===== config.mk =====
export PLATFORM = sky130hd
export DESIGN_NAME = decam_key_sequencer
export DESIGN_NICKNAME = d
export VERILOG_FILES = /design/src/rtl/decam_pkg.sv /design/src/rtl/decam_key_shreg.sv /design/src/rtl/decam_key_sequencer.sv
export SDC_FILE = /design/constraint.sdc
export NUM_CORES = 1
export LEC_CHECK = 0
export ABC_AREA = 1
export BUFFER_PORTS_ARGS = -buffer_cell sky130_fd_sc_hd__buf_4
export CAP_MARGIN = 20
export CELL_PAD_IN_SITES_DETAIL_PLACEMENT = 1
export CELL_PAD_IN_SITES_GLOBAL_PLACEMENT = 2
export CORE_UTILIZATION = 30
export CTS_CLUSTER_SIZE = 24
export DETAILED_ROUTE_END_ITERATION = 16
export HOLD_SLACK_MARGIN = 0.15
export PLACE_DENSITY = 0.81
export SETUP_SLACK_MARGIN = 0.3
export SLEW_MARGIN = 15
export SYNTH_ARGS = -nofsm -noshare
export SYNTH_HDL_FRONTEND = slang
export SYNTH_SLANG_ARGS = --single-unit

===== constraint.sdc =====
create_clock -name clk -period 9.5 [get_ports clk]
set_input_delay 0.95 -clock clk [delete_from_list [all_inputs] [get_ports clk]]
set_output_delay 0.95 -clock clk [all_outputs]
set_load 0.02 [all_outputs]

===== src/rtl/decam_pkg.sv =====
// Shared sizes and state encoding for the DeCam key sequencer.
// Latency: n/a (declarations only).
// Backpressure: n/a.
package decam_pkg;

   localparam int NCAM  = 6;
   localparam int NPI   = 36;
   localparam int NPO   = 7;
   localparam int KEY_W = 2 * NCAM;

   typedef enum logic [2:0] {
      ST_IDLE,
      ST_SETTLE,
      ST_RESP,
      ST_SW_SETTLE,
      ST_SW_DONE
   } state_e;

endpackage


===== src/rtl/decam_key_shreg.sv =====
// Serial key shadow register plus the active key that drives the core selects.
// Latency: a commit shows on active_key one cycle later; each shift lands one cycle later.
// Backpressure: none; shifts always land, and commits are dropped unless commit_en is high.
module decam_key_shreg
   import decam_pkg::*;
#(
   parameter int KW = KEY_W
) (
   input  logic          clk,
   input  logic          rst,
   input  logic          key_sdi,
   input  logic          key_shift,
   input  logic          key_commit,
   input  logic          commit_en,
   output logic [KW-1:0] active_key
);

   logic [KW-1:0] shadow;

   // Shift new bits in from the top so the first bit of a full key ends at bit 0;
   // a same-cycle commit sees the pre-shift shadow.
   always_ff @(posedge clk or posedge rst) begin
      if (rst) begin
         shadow     <= '0;
         active_key <= '0;
      end else begin
         if (key_shift) begin
            shadow <= {key_sdi, shadow[KW-1:1]};
         end
         if (key_commit && commit_en) begin
            active_key <= shadow;
         end
      end
   end

endmodule


===== src/rtl/decam_key_sequencer.sv =====
// Drives one camouflaged core: serial key load, handshaked vector tests, and exhaustive key sweep.
// Latency: response SETTLE cycles after accept; a sweep captures key k at (k+1)*SETTLE cycles after start.
// Backpressure: req_ready low whenever busy; a response is held until resp_ready, and a sweep is never stalled.
module decam_key_sequencer
   import decam_pkg::*;
#(
   parameter int NCAM   = decam_pkg::NCAM,
   parameter int NPI    = decam_pkg::NPI,
   parameter int NPO    = decam_pkg::NPO,
   parameter int SETTLE = 2
) (
   input  logic              clk,
   input  logic              rst,
   input  logic              key_sdi,
   input  logic              key_shift,
   input  logic              key_commit,
   output logic [2*NCAM-1:0] s_out,
   output logic [NPI-1:0]    pi_out,
   input  logic [NPO-1:0]    po_in,
   input  logic              req_valid,
   output logic              req_ready,
   input  logic [NPI-1:0]    req_pi,
   output logic              resp_valid,
   input  logic              resp_ready,
   output logic [NPO-1:0]    resp_po,
   input  logic              sweep_start,
   input  logic [NPI-1:0]    sweep_pi,
   input  logic [NPO-1:0]    sweep_golden,
   output logic              sweep_done,
   output logic              sweep_hit,
   output logic [2*NCAM-1:0] sweep_key,
   output logic              busy
);

   localparam int KW = 2 * NCAM;
   localparam int CW = (SETTLE > 1) ? $clog2(SETTLE) : 1;
   localparam logic [CW-1:0] CNT_LOAD = CW'(SETTLE - 1);

   state_e          state_q, state_d;
   logic [CW-1:0]   cnt;
   logic [KW-1:0]   sw_cnt;
   logic [NPO-1:0]  golden_q;
   logic [KW-1:0]   active_key;
   logic            cnt_zero;
   logic            sw_match;
   logic            sw_last;

   assign cnt_zero = (cnt == '0);
   assign sw_match = (po_in == golden_q);
   assign sw_last  = (sw_cnt == {KW{1'b1}});

   decam_key_shreg #(
      .KW(KW)
   ) u_shreg (
      .clk        (clk),
      .rst        (rst),
      .key_sdi    (key_sdi),
      .key_shift  (key_shift),
      .key_commit (key_commit),
      .commit_en  (state_q == ST_IDLE),
      .active_key (active_key)
   );

   // State register.
   always_ff @(posedge clk or posedge rst) begin
      if (rst) begin
         state_q <= ST_IDLE;
      end else begin
         state_q <= state_d;
      end
   end

   // Next-state logic; a sweep start wins over a pending request.
   always_comb begin
      state_d = state_q;
      case (state_q)
         ST_IDLE: begin
            if (sweep_start) begin
               state_d = ST_SW_SETTLE;
            end else if (req_valid) begin
               state_d = ST_SETTLE;
            end
         end
         ST_SETTLE: begin
            if (cnt_zero) begin
               state_d = ST_RESP;
            end
         end
         ST_RESP: begin
            if (resp_ready) begin
               state_d = ST_IDLE;
            end
         end
         ST_SW_SETTLE: begin
            if (cnt_zero && (sw_match || sw_last)) begin
               state_d = ST_SW_DONE;
            end
         end
         ST_SW_DONE: state_d = ST_IDLE;
         default:    state_d = ST_IDLE;
      endcase
   end

   // Outputs decoded from state; the core sees the sweep key only while a sweep is settling.
   always_comb begin
      req_ready  = (state_q == ST_IDLE) && !sweep_start;
      resp_valid = (state_q == ST_RESP);
      sweep_done = (state_q == ST_SW_DONE);
      busy       = (state_q != ST_IDLE);
      s_out      = (state_q == ST_SW_SETTLE) ? sw_cnt : active_key;
   end

   // Datapath: vector drive, settle counter, capture, and sweep key enumeration.
   always_ff @(posedge clk or posedge rst) begin
      if (rst) begin
         cnt       <= '0;
         pi_out    <= '0;
         resp_po   <= '0;
         golden_q  <= '0;
         sw_cnt    <= '0;
         sweep_hit <= 1'b0;
         sweep_key <= '0;
      end else begin
         case (state_q)
            ST_IDLE: begin
               if (sweep_start) begin
                  pi_out    <= sweep_pi;
                  golden_q  <= sweep_golden;
                  sw_cnt    <= '0;
                  sweep_hit <= 1'b0;
                  cnt       <= CNT_LOAD;
               end else if (req_valid) begin
                  pi_out <= req_pi;
                  cnt    <= CNT_LOAD;
               end
            end
            ST_SETTLE: begin
               if (cnt_zero) begin
                  resp_po <= po_in;
               end else begin
                  cnt <= cnt - CW'(1);
               end
            end
            ST_SW_SETTLE: begin
               if (cnt_zero) begin
                  if (sw_match) begin
                     sweep_hit <= 1'b1;
                     sweep_key <= sw_cnt;
                  end else if (sw_last) begin
                     sweep_key <= {KW{1'b1}};
                  end else begin
                     sw_cnt <= sw_cnt + KW'(1);
                     cnt    <= CNT_LOAD;
                  end
               end else begin
                  cnt <= cnt - CW'(1);
               end
            end
            default: begin
            end
         endcase
      end
   end

endmodule


# Yosys cells after proc, flatten, opt, wreduce, memory -nomap -nowiden
# Cells that the tools add are included.
[word_totals] regBits=103 latchBits=0 mem_bits_rw=0 rom_bits=0 in_bits=94 out_inout_bits=72 mem_count=0
[classes] add_sub_neg=2 mul=0 div_mod_pow=0 order_cmp=0 eq_ne=15 shift=0 n_mux=27 n_bitwise=1 reduce_logical=19
[ops] op="$mux W12" n=7
[ops] op="$mux W36" n=2
[ops] op="$pmux W12 S2" n=1
[ops] op="$mux W3" n=5
[ops] op="$ne A2 B2 Y1 const B" n=7
[ops] op="$add A12 B1 Y12 const B" n=1
[ops] op="$eq A12 B12 Y1 const B" n=1
[ops] op="$pmux W3 S4" n=1
[ops] op="$mux W1" n=9
[ops] op="$reduce_and A2 Y1" n=4
[ops] op="$reduce_and A4 Y1" n=2
[ops] op="$eq A7 B7 Y1" n=1
[ops] op="$eq A3 B2 Y1 const B" n=2
[ops] op="$reduce_bool A2 Y1" n=3
[ops] op="$reduce_bool A3 Y1" n=2
[ops] op="$reduce_and A5 Y1" n=1
[ops] op="$eq A3 B1 Y1 const B" n=1
[ops] op="$eq A3 B3 Y1 const B" n=1
[ops] op="$logic_and A1 B1 Y1" n=3
[ops] op="$logic_not A3 Y1" n=1
[ops] op="$ne A3 B3 Y1 const B" n=1
[ops] op="$pmux W1 S3" n=1
[ops] op="$reduce_and A3 Y1" n=1
[ops] op="$ne A2 B1 Y1 const B" n=1
[ops] op="other kinds (5)" n=5

# Depth between registers and ports, before layout
# Gate-level depths: netlist of run 1.
[logic_depth] word_depth=5 ltp_mapped=12 mapped_depth_nobuf=11

# Modules after synthesis
# Synthesis of run 1 repeated with hierarchy kept, for this count alone.
[hier_totals] cells_unflattened=618 area_unflattened_um2=5016.1
[by_module_without_submodules] module="decam_key_sequencer" instances=1 cells_each=515 area_per_inst_um2=4063.9
[by_module_without_submodules] module="decam_key_shreg" instances=1 cells_each=103 area_per_inst_um2=952.2

# Worst setup path after synthesis of run 1
# No wires, ideal clock.
[synth_path] kind="input to output" from="input sweep_start" to="output req_ready" arrival_ps=1611 t_required_ps=8550 setup_slack_ps=6939 cell_stages=3 path_cell_list="buf_2 buf_1 nor2_1"
[synth_via] elab_chain_cells=2
[synth_rtl] element="from (decl)" line_no="decam_key_sequencer.sv:26" source="input logic sweep_start,"
[synth_rtl] element="$logic_not A1 Y1" line_no="decam_key_sequencer.sv:106" source="req_ready = (state_q == ST_IDLE) && !sweep_start;"
[synth_rtl] element="$logic_and A1 B1 Y1" line_no="decam_key_sequencer.sv:106"
[synth_rtl] element="to (decl)" line_no="decam_key_sequencer.sv:21" source="output logic req_ready,"
# Every way passes these cells.

# Worst setup path in the final report of run 1
[layout_path] from="register state_q[2]" to="output s_out[0]"
[layout_via] elab_chain_cells=2
[layout_rtl] element="from (decl)" line_no="decam_key_sequencer.sv:39" source="state_e state_q, state_d;"
[layout_rtl] element="from (signal assigned)" line_no="decam_key_sequencer.sv:69" source="state_q <= state_d;"
[layout_rtl] element="$eq A3 B2 Y1" line_no="decam_key_sequencer.sv:110" source="s_out = (state_q == ST_SW_SETTLE) ? sw_cnt : active_key;"
[layout_rtl] element="$mux W12" line_no="decam_key_sequencer.sv:110"
[layout_rtl] element="to (decl)" line_no="decam_key_sequencer.sv:17" source="output logic [2*NCAM-1:0] s_out,"
# Every way passes these cells.

==> out/metrics.cfg, run 1 <==
[global_route]
grt_usage = 0.185
grt_pass1_wl_mm = 24.2
met2_usage = 0.316
grt_util_met1 = 0.216
antenna_found_initial = 0
grt_pass1_vias = 4718
gr-max-usage-layer = met2
gr-usage-met3 = 0.0554
grt_overflow = 0
grt_max_degree = 83

[floorplanning]
coreArea_um2 = 16000
die_h_um = 130
dieWidth_um = 130
die-area_um2 = 17000
io_pins = 166
start_util = 0.309
rows = 46

[cts]
ctsResizeCount = 0
root_buffer = clkbuf_16
clk_pin_slew_ps = 70
clock_path_buffers = 2
cts.sinks = 103
cts_made_buffers = 9
h-tree-depth = 3
cts_setup_buffers = 0
tritoncts = done
insertion_delay_ps = 350
ctsHoldBuffers = 0

[sta]
finalSetupTns_ps = 0
max_slew_margin = 0.532
setup_viol = 0
period_minus_slack_ps = 3050
report.final.slew_viol_count = 0
fmax_ghz = 0.328
finalWorstSetupSlack_ps = 6450
skew_ps = 8.49
worst_pin_slew_ps = 702
finalCritPeriodShare = 0.321
finalHoldViolations = 0
rsz0062_at_grt = false

[power]
peakVddDrop_mv = 0.115
p_per_area_nw_per_um2 = 292
leakage_nw = 3.40

[final_layout]
drive_gt1_frac = 0.285
antenna_cells = 0
final_nets = 852
fill_cells = 1967
finalInstanceArea_um2 = 6670
areaGrowthSynthToFinish_pct = 35.0

[yosys]
yosysTopAreaCellShare = 0.522
yosysSeqAreaShare = 0.522
syn-cell-area_um2 = 4940
synth_cells = 609
synthTopCellsByArea = dfrtp_1 (52%), nand2_1 (13%), nor2_1 (8.0%), o31ai_1 (5.5%), o21ai_0 (5.0%)
synth_top_area_cell = dfrtp_1
avgSynthCellArea_um2 = 8.12
synth_nets = 704
synth-seq-cells = 103
synth_cell_types = 35
yosysWarningCount = 0

[worst_hold_path]
min_path_type = register to register

[routing]
wl_mm = 14.7
viasPerCell = 4.67
ant_nets = 0
first_iter_violations = 244
route.detailed.drc = 0
post_drt_wl_per_cell_um = 15.0
drt_pass1_iterations = 4
vias = 4565

[setup_path]
cp_cell_sequence = inv_1, nand2_1, nor2_4, inv_2, nor2_1, nor2_1, buf_4
path_delay_family = simple AND/OR/NAND/NOR gates
cpMostUsedCell = nor2_1
worstSetupStartpointType = register
cp-end-kind = primary output
critPathBufInv = 3
cp.required_ps = 8550
cp_slowest_cell = dfrtp_1
crit_type = register to primary output
path_max_fanout = 26
timing.critical_path.slowest_cell_delay_ps = 380
worstPathArrival_ps = 2100

[placed_design]
placed_area_um2 = 6320
post-place-ws_ps = 6100
hpwl_mm = 10.8
portBuffers = 165
globalplace.congestion = 0.793

[status]
outcome = finished, final reports clean

[flow_run]
cap_viol_max_count = 0

where the power goes:
group	internal, W	switching [W]
sequential	0.000599	0.0000942
clock	0.000235	0.000177
combinational	0.000326	0.000519
layer usage:
metal / vias to the layer above / part of all wire
met2: 114 / 0.49
met3: 19 / 0.069
met5: - / 0
li1: 2244 / -
met1: 2188 / 0.42
met4: 0 / 0.023
through the flow:
step	cells	hold slack, ps	power (W)	utilization
floorplan	609	450	0.00121	-
global placement	961	461	0.00154	0.395
detailed placement	961	470	0.00156	0.395
CTS	977	487	0.00198	0.415
global route	978	504	0.00209	0.417
finish	978	483	0.00195	0.417
registers in the layout, indices dropped and copies added, names as in the netlist, 3 cells and up:
| signal | flops |
|---|---|
| u_shreg.shadow | 12 |
| sweep_key | 12 |
| resp_po | 7 |
| pi_out | 36 |
| sw_cnt | 12 |
| u_shreg.active_key | 12 |
| golden_q | 7 |
| state_q | 3 |
path summary, 6_finish.rpt:
| kind | startpoint | endpoint | slack, ps | cells past startpoint |
|---|---|---|---|---|
| min in group asynchronous | rst | pi_out[31]$_DFFE_PP0P_ | 540 | 2 |
| setup / recovery | state_q[2]$_DFFE_PP0P_ | s_out[0] | 6450 | 7 |
| hold / removal | pi_out[26]$_DFFE_PP0P_ | pi_out[26]$_DFFE_PP0P_ | 480 | 2 |
| max in group asynchronous | rst | sw_cnt[11]$_DFFE_PP0P_ | 7960 | 4 |
| setup reg to reg | state_q[0]$_DFFE_PP0P_ | sw_cnt[4]$_DFFE_PP0P_ | 7230 | 7 |
| hold reg to reg | pi_out[26]$_DFFE_PP0P_ | pi_out[26]$_DFFE_PP0P_ | 480 | 2 |
worst register-to-register path, stage by stage, from the launching register on:
cell and delay (ps):
dfrtp_1 400, nor2_1 180, nand2_2 140, nor2_2 440
inv_1 380, nand2_1 400, nand2_1 150, nand2_1 110
cell usage after synthesis:
| cell | count |
|---|---|
| nand2_1 | 166 |
| nor2_1 | 105 |
| dfrtp_1 | 103 |
| o21ai_0 | 49 |
| inv_1 | 48 |
| o31ai_1 | 36 |
| nand3_1 | 22 |
| clkbuf_1 | 14 |
| buf_2 | 12 |
| o21ai_2 | 11 |
| nand2_2 | 7 |
| a21oi_1 | 4 |
| nor2_2 | 4 |
| nor3_1 | 4 |
| buf_4 | 2 |
| buf_6 | 2 |
| inv_2 | 2 |
| a211oi_1 | 1 |
| a21boi_0 | 1 |
| a22o_1 | 1 |
| a22oi_2 | 1 |
| a32oi_1 | 1 |
| buf_1 | 1 |
| ha_1 | 1 |
| nand3_2 | 1 |
| nand3_4 | 1 |
| nand3b_1 | 1 |
| nor2_4 | 1 |
| nor3_4 | 1 |
| nor3b_1 | 1 |
| o21a_1 | 1 |
| o21bai_4 | 1 |
| o22ai_1 | 1 |
| or2_2 | 1 |
| xor2_1 | 1 |
cell families (layout without fill, tap and decap cells):
| kind of cell | count (synthesis) | in the layout | share of synthesized area |
|---|---|---|---|
| compound gates | 108 | 108 | 0.144 |
| xor+xnor | 1 | 1 | 0.00177 |
| fa+ha+maj | 1 | 1 | 0.00253 |
| buf+inv | 81 | 234 | 0.0691 |
| flops | 103 | 103 | 0.522 |
| simple gates | 315 | 315 | 0.262 |
layout by cell type (no fill, tap or decap), types with 2 or more instances in the layout:
master       n
a21oi_1      4
buf_4      167
bufinv_16    2
clkbuf_16    9
clkinv_4     2
dfrtp_1    103
inv_1       47
inv_2        2
inv_6        3
nand2_1    165
nand2_2      8
nand3_1     22
nor2_1     105
nor2_2       4
nor3_1       4
o21ai_0     49
o21ai_2     11
o31ai_1     36
cell type report:
| class | count | area, um2 | share of cell area |
|---|---|---|---|
| clock inverters | 7 | 104 | 0.0156 |
| flip-flops and latches | 103 | 2580 | 0.386 |
| multi-input cells | 425 | 2030 | 0.304 |
| well taps | 216 | 270 | 0.0405 |
| inverters | 50 | 190 | 0.0285 |
| repair buffers | 168 | 1280 | 0.192 |
| clock buffers | 9 | 225 | 0.0337 |
Note: power is estimated with default switching activity, not from simulation.
==> inputs of run 2 (changes only) <==
ABC_AREA = 0   (was 1)
CORE_UTILIZATION = 31   (was 30)
PLACE_DENSITY = 0.77   (was 0.81)
clock period = 3 ns   (was 9.5 ns; I/O delays follow)
==> out/metrics.cfg, run 2 <==
[setup_path]
cp_slowest_cell = and2_1
path_max_fanout = 18  ; -31%
cp.required_ps = 2700  ; -5850 ps
worstPathArrival_ps = 2080  ; -20 ps
crit_type = register to primary output
reg2reg_from = golden_q[6]$_DFFE_PP0P_
startpoint = state_q[0]$_DFFE_PP0P_
timing.critical_path.slowest_cell_delay_ps = 580  ; +200 ps
cpMostUsedCell = nand2_1
cp_cell_sequence = nor2b_1, and2_1, nand2_1, nand2_1, buf_4
worstSetupStartpointType = register
cp-end-kind = primary output

[sta]
worst_pin_slew_ps = 869  ; +167 ps
report.final.slew_viol_count = 0  ; unchanged
fmax_ghz = 0.421
setup_viol = 0  ; unchanged
rsz0062_at_grt = false
finalCritPeriodShare = 0.792
finalSetupTns_ps = 0  ; unchanged
period_minus_slack_ps = 2380
finalHoldViolations = 0  ; unchanged
max_slew_margin = 0.419  ; -0.113
skew_ps = 7.84  ; -0.655 ps

[placed_design]
place_inst = 767  ; -20%
hpwl_mm = 9.97  ; -8.1%
portBuffers = 165  ; unchanged
globalplace.congestion = 0.760  ; -4.2%

[floorplanning]
dieWidth_um = 126  ; -3.0%
io_pins = 166  ; unchanged
die_h_um = 126  ; -3.0%
die-area_um2 = 16000  ; -5.8%
rows = 45  ; -2.2%
coreArea_um2 = 15100  ; -5.3%
start_util = 0.317  ; +0.00834

[global_route]
antenna_found_initial = 0  ; unchanged
grt_pass1_wl_mm = 21.6  ; -11%
grt_overflow = 0  ; unchanged
grt_pass1_vias = 4085  ; -13%
grt_max_degree = 73  ; -12%
grt_usage = 0.174  ; -0.0109

[yosys]
synth.most_common_cell = dfrtp_1
yosysSeqAreaShare = 0.536  ; +0.0149
synth_top_area_cell = dfrtp_1
synth_ff_type = dfrtp_1
synthTopCellsByArea = dfrtp_1 (54%), mux2_2 (8.9%), mux2i_1 (7.5%), a21oi_1 (4.2%), nor2_1 (3.4%)
avgSynthCellArea_um2 = 11.0  ; +35%
async_flop_share = 1.00  ; unchanged
synth-edff-count = 0  ; unchanged
syn-cell-area_um2 = 4800  ; -2.8%
synth-seq-cells = 103  ; unchanged
synth_cell_types = 52  ; +49%
synth_nets = 533  ; -24%
yosysWarningCount = 0  ; unchanged
synth_cells = 438  ; -28%
synth_commonest_cells = dfrtp_1 (103), nor2_1 (44), a21oi_1 (40), nand2_1 (40), mux2_2 (38)
yosysTopAreaCellShare = 0.536  ; +0.0149

[final_layout]
multiInputGateArea_um2 = 2070  ; +2.0%
drive_gt1_frac = 0.401  ; +0.116
layout.cells.non_filler = 784  ; -20%
largest_reg_flops = 36  ; unchanged
areaGrowthSynthToFinish_pct = 35.4
fill_cells = 1683  ; -14%
final_nets = 686  ; -19%
largest_register = pi_out
seqCellArea_um2 = 2580  ; unchanged
final_common_cell = buf_4
layout_common_cells = buf_4 (169), dfrtp_1 (103), nor2_1 (43)
fin_util = 0.429  ; +0.0123
antenna_cells = 0  ; unchanged

[worst_hold_path]
min_path_type = primary input to register
min_from = sweep_golden[5]

[power]
peakVddDrop_mv = 0.415  ; +260%
p_per_area_nw_per_um2 = 972  ; +230%
leakage_nw = 3.06  ; -10%

[routing]
viasPerCell = 4.82  ; +3.3%
ant_nets = 0  ; unchanged
route.detailed.drc = 0  ; unchanged
drt_pass1_iterations = 4  ; unchanged
wl_mm = 13.3  ; -9.8%
first_iter_violations = 92  ; -62%
vias = 3782  ; -17%
post_drt_wl_per_cell_um = 16.9  ; +13%

[cts]
root_buffer = clkbuf_16
cts_made_buffers = 9  ; unchanged
clk_pin_slew_ps = 70  ; about the same
clock_path_buffers = 2  ; unchanged
tritoncts = done
h-tree-depth = 3  ; unchanged
cts.sinks = 103  ; unchanged
insertion_delay_ps = 350  ; about the same

[flow_run]
cap_viol_max_count = 0  ; unchanged

[status]
outcome = finished, final reports clean

[run 2: cell count changes in the layout (fill, tap and decap cells not counted), sizes merged, moves of 12 or more]
| cell | delta |
|---|---|
| a31oi | +15 |
| nor2 | -65 |
| nand3 | -16 |
| o21a | +12 |
| inv | -45 |
| o31ai | -35 |
| mux2i | +36 |
| nand2 | -132 |
| a21oi | +37 |
| o21ai | -52 |
| mux2 | +38 |
[run 2: power by group]
part,internal [W],leakage [nW],switching (W)
combinational,0.00123,1.68,0.00157
clock,0.000657,0.147,0.000535
sequential,0.00194,1.24,0.000388
total,0.00383,3.06,0.00249
[run 2: timing repair]
| item | CTS | global route |
|---|---|---|
| endpoints found under the hold margin | 31 | 0 |
| setup endpoints to repair | 0 | 0 |
| buffers inserted | 0 | 0 |
| hold buffers | 1 | 0 |
| resized for setup | 0 | 0 |
[run 2: final cells by class]
class	instances	area share
Clock buffer	9	0.0346
Clock inverter	7	0.0119
Inverter	5	0.00346
Multi-Input combinational cell	301	0.318
Sequential cell	103	0.396
Tap cell	188	0.0362
Timing Repair Buffer	171	0.200
[run 2: per-stage QoR]
| step | setup slack (ps) | total power, W | cell area [um2] | hold WS [ps] |
|---|---|---|---|---|
| finish | 623 | 0.00632 | 6500 | 177 |
| global route | 437 | 0.00675 | 6500 | 171 |
| CTS | 570 | 0.00643 | 6500 | 159 |
| detailed placement | 598 | 0.00520 | 6190 | 480 |
| global placement | 698 | 0.00511 | 6190 | 467 |
| floorplan | 1050 | 0.00404 | 4810 | 451 |
[run 2: layer usage]
metal | vias to the layer above | track usage | wire (um)
li1 | 1849 | - | -
met1 | 1828 | 0.209 | 5610
met2 | 82 | 0.301 | 6730
met3 | 23 | 0.0409 | 583
met4 | 0 | 0.0709 | 333
met5 | - | 0 | 0
[run 2: worst max-delay path: cells and delay by family (launching register included)]
family                 cells  cell delay (ps)
buffers and inverters      1              150
DFF                        1              440
and+or+nand+nor            4             1130
[run 2: path summary, 6_finish.rpt]
path	slack [ps]	depth (start not counted)	end
setup reg to reg	640	5	sw_cnt[5]$_DFFE_PP0P_
min in group asynchronous	680	3	pi_out[27]$_DFFE_PP0P_
max in group asynchronous	1500	4	u_shreg.shadow[1]$_DFFE_PP0P_
setup / recovery	620	5	s_out[8]
hold / removal	180	2	golden_q[5]$_DFFE_PP0P_
hold reg to reg	490	1	sweep_hit$_DFFE_PP0P_
[run 2: cells by family after synthesis]
group	after synthesis	share of synthesized area
AO/OA/AOI/OAI	86	0.114
XOR/XNOR	7	0.0128
adder cells (fa/ha/maj)	1	0.00260
buffers and inverters	34	0.0349
flip-flops	103	0.536
multiplexers	74	0.164
AND/OR/NAND/NOR	133	0.136
==> inputs of run 3 (changes only) <==
ABC_AREA = 1   (was 0)
CORE_UTILIZATION = 25   (was 31)
PLACE_DENSITY = 0.72   (was 0.77)
clock period = 2 ns   (was 3 ns; I/O delays follow)
==> out/metrics.cfg, run 3 (synthesis gave the netlist of run 1 again) <==
[sta]
worst_pin_slew_ps = 593  ; -276 ps
finalCritPeriodShare = 0.869
period_minus_slack_ps = 1740
report.final.slew_viol_count = 0  ; unchanged
max_slew_margin = 0.604  ; +0.185
setup_viol = 0  ; unchanged
fmax_ghz = 0.575
rsz0062_at_grt = true
finalWorstSetupSlack_ps = 262  ; -360 ps
skew_ps = 11.0  ; +3.18 ps
finalSetupTns_ps = 0  ; unchanged
finalHoldViolations = 0  ; unchanged

[global_route]
met2_usage = 0.299  ; -0.00225
grt_util_met1 = 0.203  ; -0.00621
grt_pass1_wl_mm = 26.8  ; +24%
grt_overflow = 0  ; unchanged
grt_usage = 0.171  ; -0.00282
antenna_found_initial = 0  ; unchanged
gr-max-usage-layer = met2
grt_pass1_vias = 5176  ; +27%
grt_max_degree = 104  ; +42%
gr-usage-met3 = 0.0491  ; +0.00821

[power]
intPower_w = 0.00598  ; +56%
switching_share = 0.412  ; +0.0172
power_frac_seq = 0.328  ; -0.041
peakVddDrop_mv = 0.454  ; +9.3%
power_frac_comb = 0.480  ; +0.037
power_switching_w = 0.00418  ; +68%
power.total_w = 0.0102  ; +61%
p_clk_frac = 0.192  ; +0.003
p_per_area_nw_per_um2 = 1300  ; +34%
leakage_nw = 3.83  ; +25%

[final_layout]
final_common_cell = buf_4
largest_register = pi_out
seqCellArea_um2 = 2580  ; about the same
fill_cells = 2299  ; +37%
antenna_cells = 0  ; unchanged
areaGrowthSynthToFinish_pct = 57.7
multiInputGateArea_um2 = 2270  ; +10%
largest_reg_flops = 36  ; unchanged
drive_gt1_frac = 0.340  ; -0.0613
final_nets = 932  ; +36%
layout_common_cells = buf_4 (171), nand2_1 (143), dfrtp_1 (101)

[cts]
root_buffer = clkbuf_16
clk_pin_slew_ps = 70  ; about the same
h-tree-depth = 3  ; unchanged
cts_made_buffers = 9  ; unchanged
cts.sinks = 103  ; unchanged
insertion_delay_ps = 360  ; about the same
tritoncts = done
clock_path_buffers = 2  ; unchanged

[status]
outcome = finished, final reports clean

[routing]
first_iter_violations = 188  ; +100%
wl_mm = 16.7  ; +26%
vias = 4899  ; +30%
drt_pass1_iterations = 4  ; unchanged
post_drt_wl_per_cell_um = 15.1  ; -11%
route.detailed.drc = 0  ; unchanged
viasPerCell = 4.43  ; -8.3%
ant_nets = 0  ; unchanged

[floorplanning]
dieWidth_um = 143  ; +13%
start_util = 0.255  ; -0.0625
die_h_um = 143  ; +13%
rows = 51  ; +13%
io_pins = 166  ; unchanged
coreArea_um2 = 19400  ; +28%
die-area_um2 = 20300  ; +27%

[worst_hold_path]
hold_depth = 3  ; +1
min_path_type = primary input to register

[setup_path]
reg2reg_depth = 10  ; +5
worstSetupStartpointType = register
path_delay_family = buffers and inverters
crit_cells = 8  ; +3
cp_slowest_cell = dfrtp_1
cp_cell_sequence = inv_2, nand2_4, nor2_4, buf_6, buf_8, nand2_1, nand2_1, buf_6
cp-end-kind = primary output
worstPathArrival_ps = 1540  ; -540 ps
crit_type = register to primary output
path_max_fanout = 8  ; -10
cp.required_ps = 1800  ; -900 ps
timing.critical_path.slowest_cell_delay_ps = 400  ; -180 ps
critPathBufInv = 4  ; +3

[placed_design]
post-place-ws_ps = 172  ; -426 ps
portBuffers = 165  ; unchanged
hpwl_mm = 11.3  ; +14%
globalplace.congestion = 0.784  ; +3.2%

[flow_run]
cap_viol_max_count = 0  ; unchanged

[run 3: cell types whose count changed in the layout (fill, tap and decap cells not counted), sizes merged, moves of 38 or more]
cell and change:
inv +46, o21ai +52, nand2 +132, dlygate4sd3 +51, nor2 +65, mux2 -38
[run 3: metrics by stage]
step | hold slack, ps | utilization | area [um2] | instances
global route | 161 | 0.402 | 7790 | 1107
CTS | 150 | 0.389 | 7540 | 1099
finish | 165 | 0.402 | 7790 | 1107
floorplan | 307 | - | 4950 | 609
global placement | 412 | 0.333 | 6460 | 1019
detailed placement | 417 | 0.333 | 6460 | 1019
[run 3: final timing paths]
check                                               start  slack, ps                              to
setup / recovery                   state_q[2]$_DFFE_PP0P_        260                        s_out[7]
hold / removal                               sweep_pi[31]        170          pi_out[31]$_DFFE_PP0P_
setup reg to reg                    sw_cnt[0]$_DFFE_PP0P_        330        sweep_key[2]$_DFFE_PP0P_
hold reg to reg            u_shreg.shadow[11]$_DFFE_PP0P_        490  u_shreg.shadow[10]$_DFFE_PP0P_
max in group asynchronous                             rst        960           sw_cnt[9]$_DFFE_PP0P_
min in group asynchronous                             rst        550   u_shreg.shadow[7]$_DFFE_PP0P_
[run 3: worst register-to-register path, cell delays in order, from the launching register on]
cell	delay, ps
dfrtp_1	420
ha_4	170
nand2_4	60
nor2_4	140
nand2_4	60
nor2_4	80
o21bai_4	140
buf_12	150
nand3_4	140
nand2_2	130
o21ai_2	60
[run 3: routing by layer]
metal,vias to the layer above,part of all wire
li1,2419,-
met1,2356,0.42
met2,114,0.51
met3,10,0.061
met4,0,0.011
met5,-,0
[run 3: area by class of cell]
class	instances	area share
timing repair inverter	2	0.00353
multi-input combinational	428	0.292
clock inverter	6	0.0117
timing repair buffer	243	0.264
inverter	50	0.0255
sequential	103	0.331
clock buffer	10	0.0294
tap	265	0.0425
[run 3: power groups by stage]
stage / clock network [W] / logic (W) / registers, W
3_5_place_dp: 0 / 0.00422 / 0.00333
4_1_cts: 0.00202 / 0.00469 / 0.00332
3_3_place_gp: 0 / 0.00414 / 0.00330
6_report: 0.00195 / 0.00488 / 0.00333
5_1_grt: 0.00210 / 0.00535 / 0.00344
2_1_floorplan: 0 / 0.00187 / 0.00386
[run 3: timing repair]
| item | in CTS | in global routing |
|---|---|---|
| endpoints found under the hold margin | 148 | 0 |
| gates resized for setup | 42 | 52 |
| hold buffers | 53 | 0 |
| pin swaps | 8 | 11 |
| setup endpoints to repair | 44 | 75 |
| setup buffers | 6 | 8 |
| gates cloned | 5 | 0 |
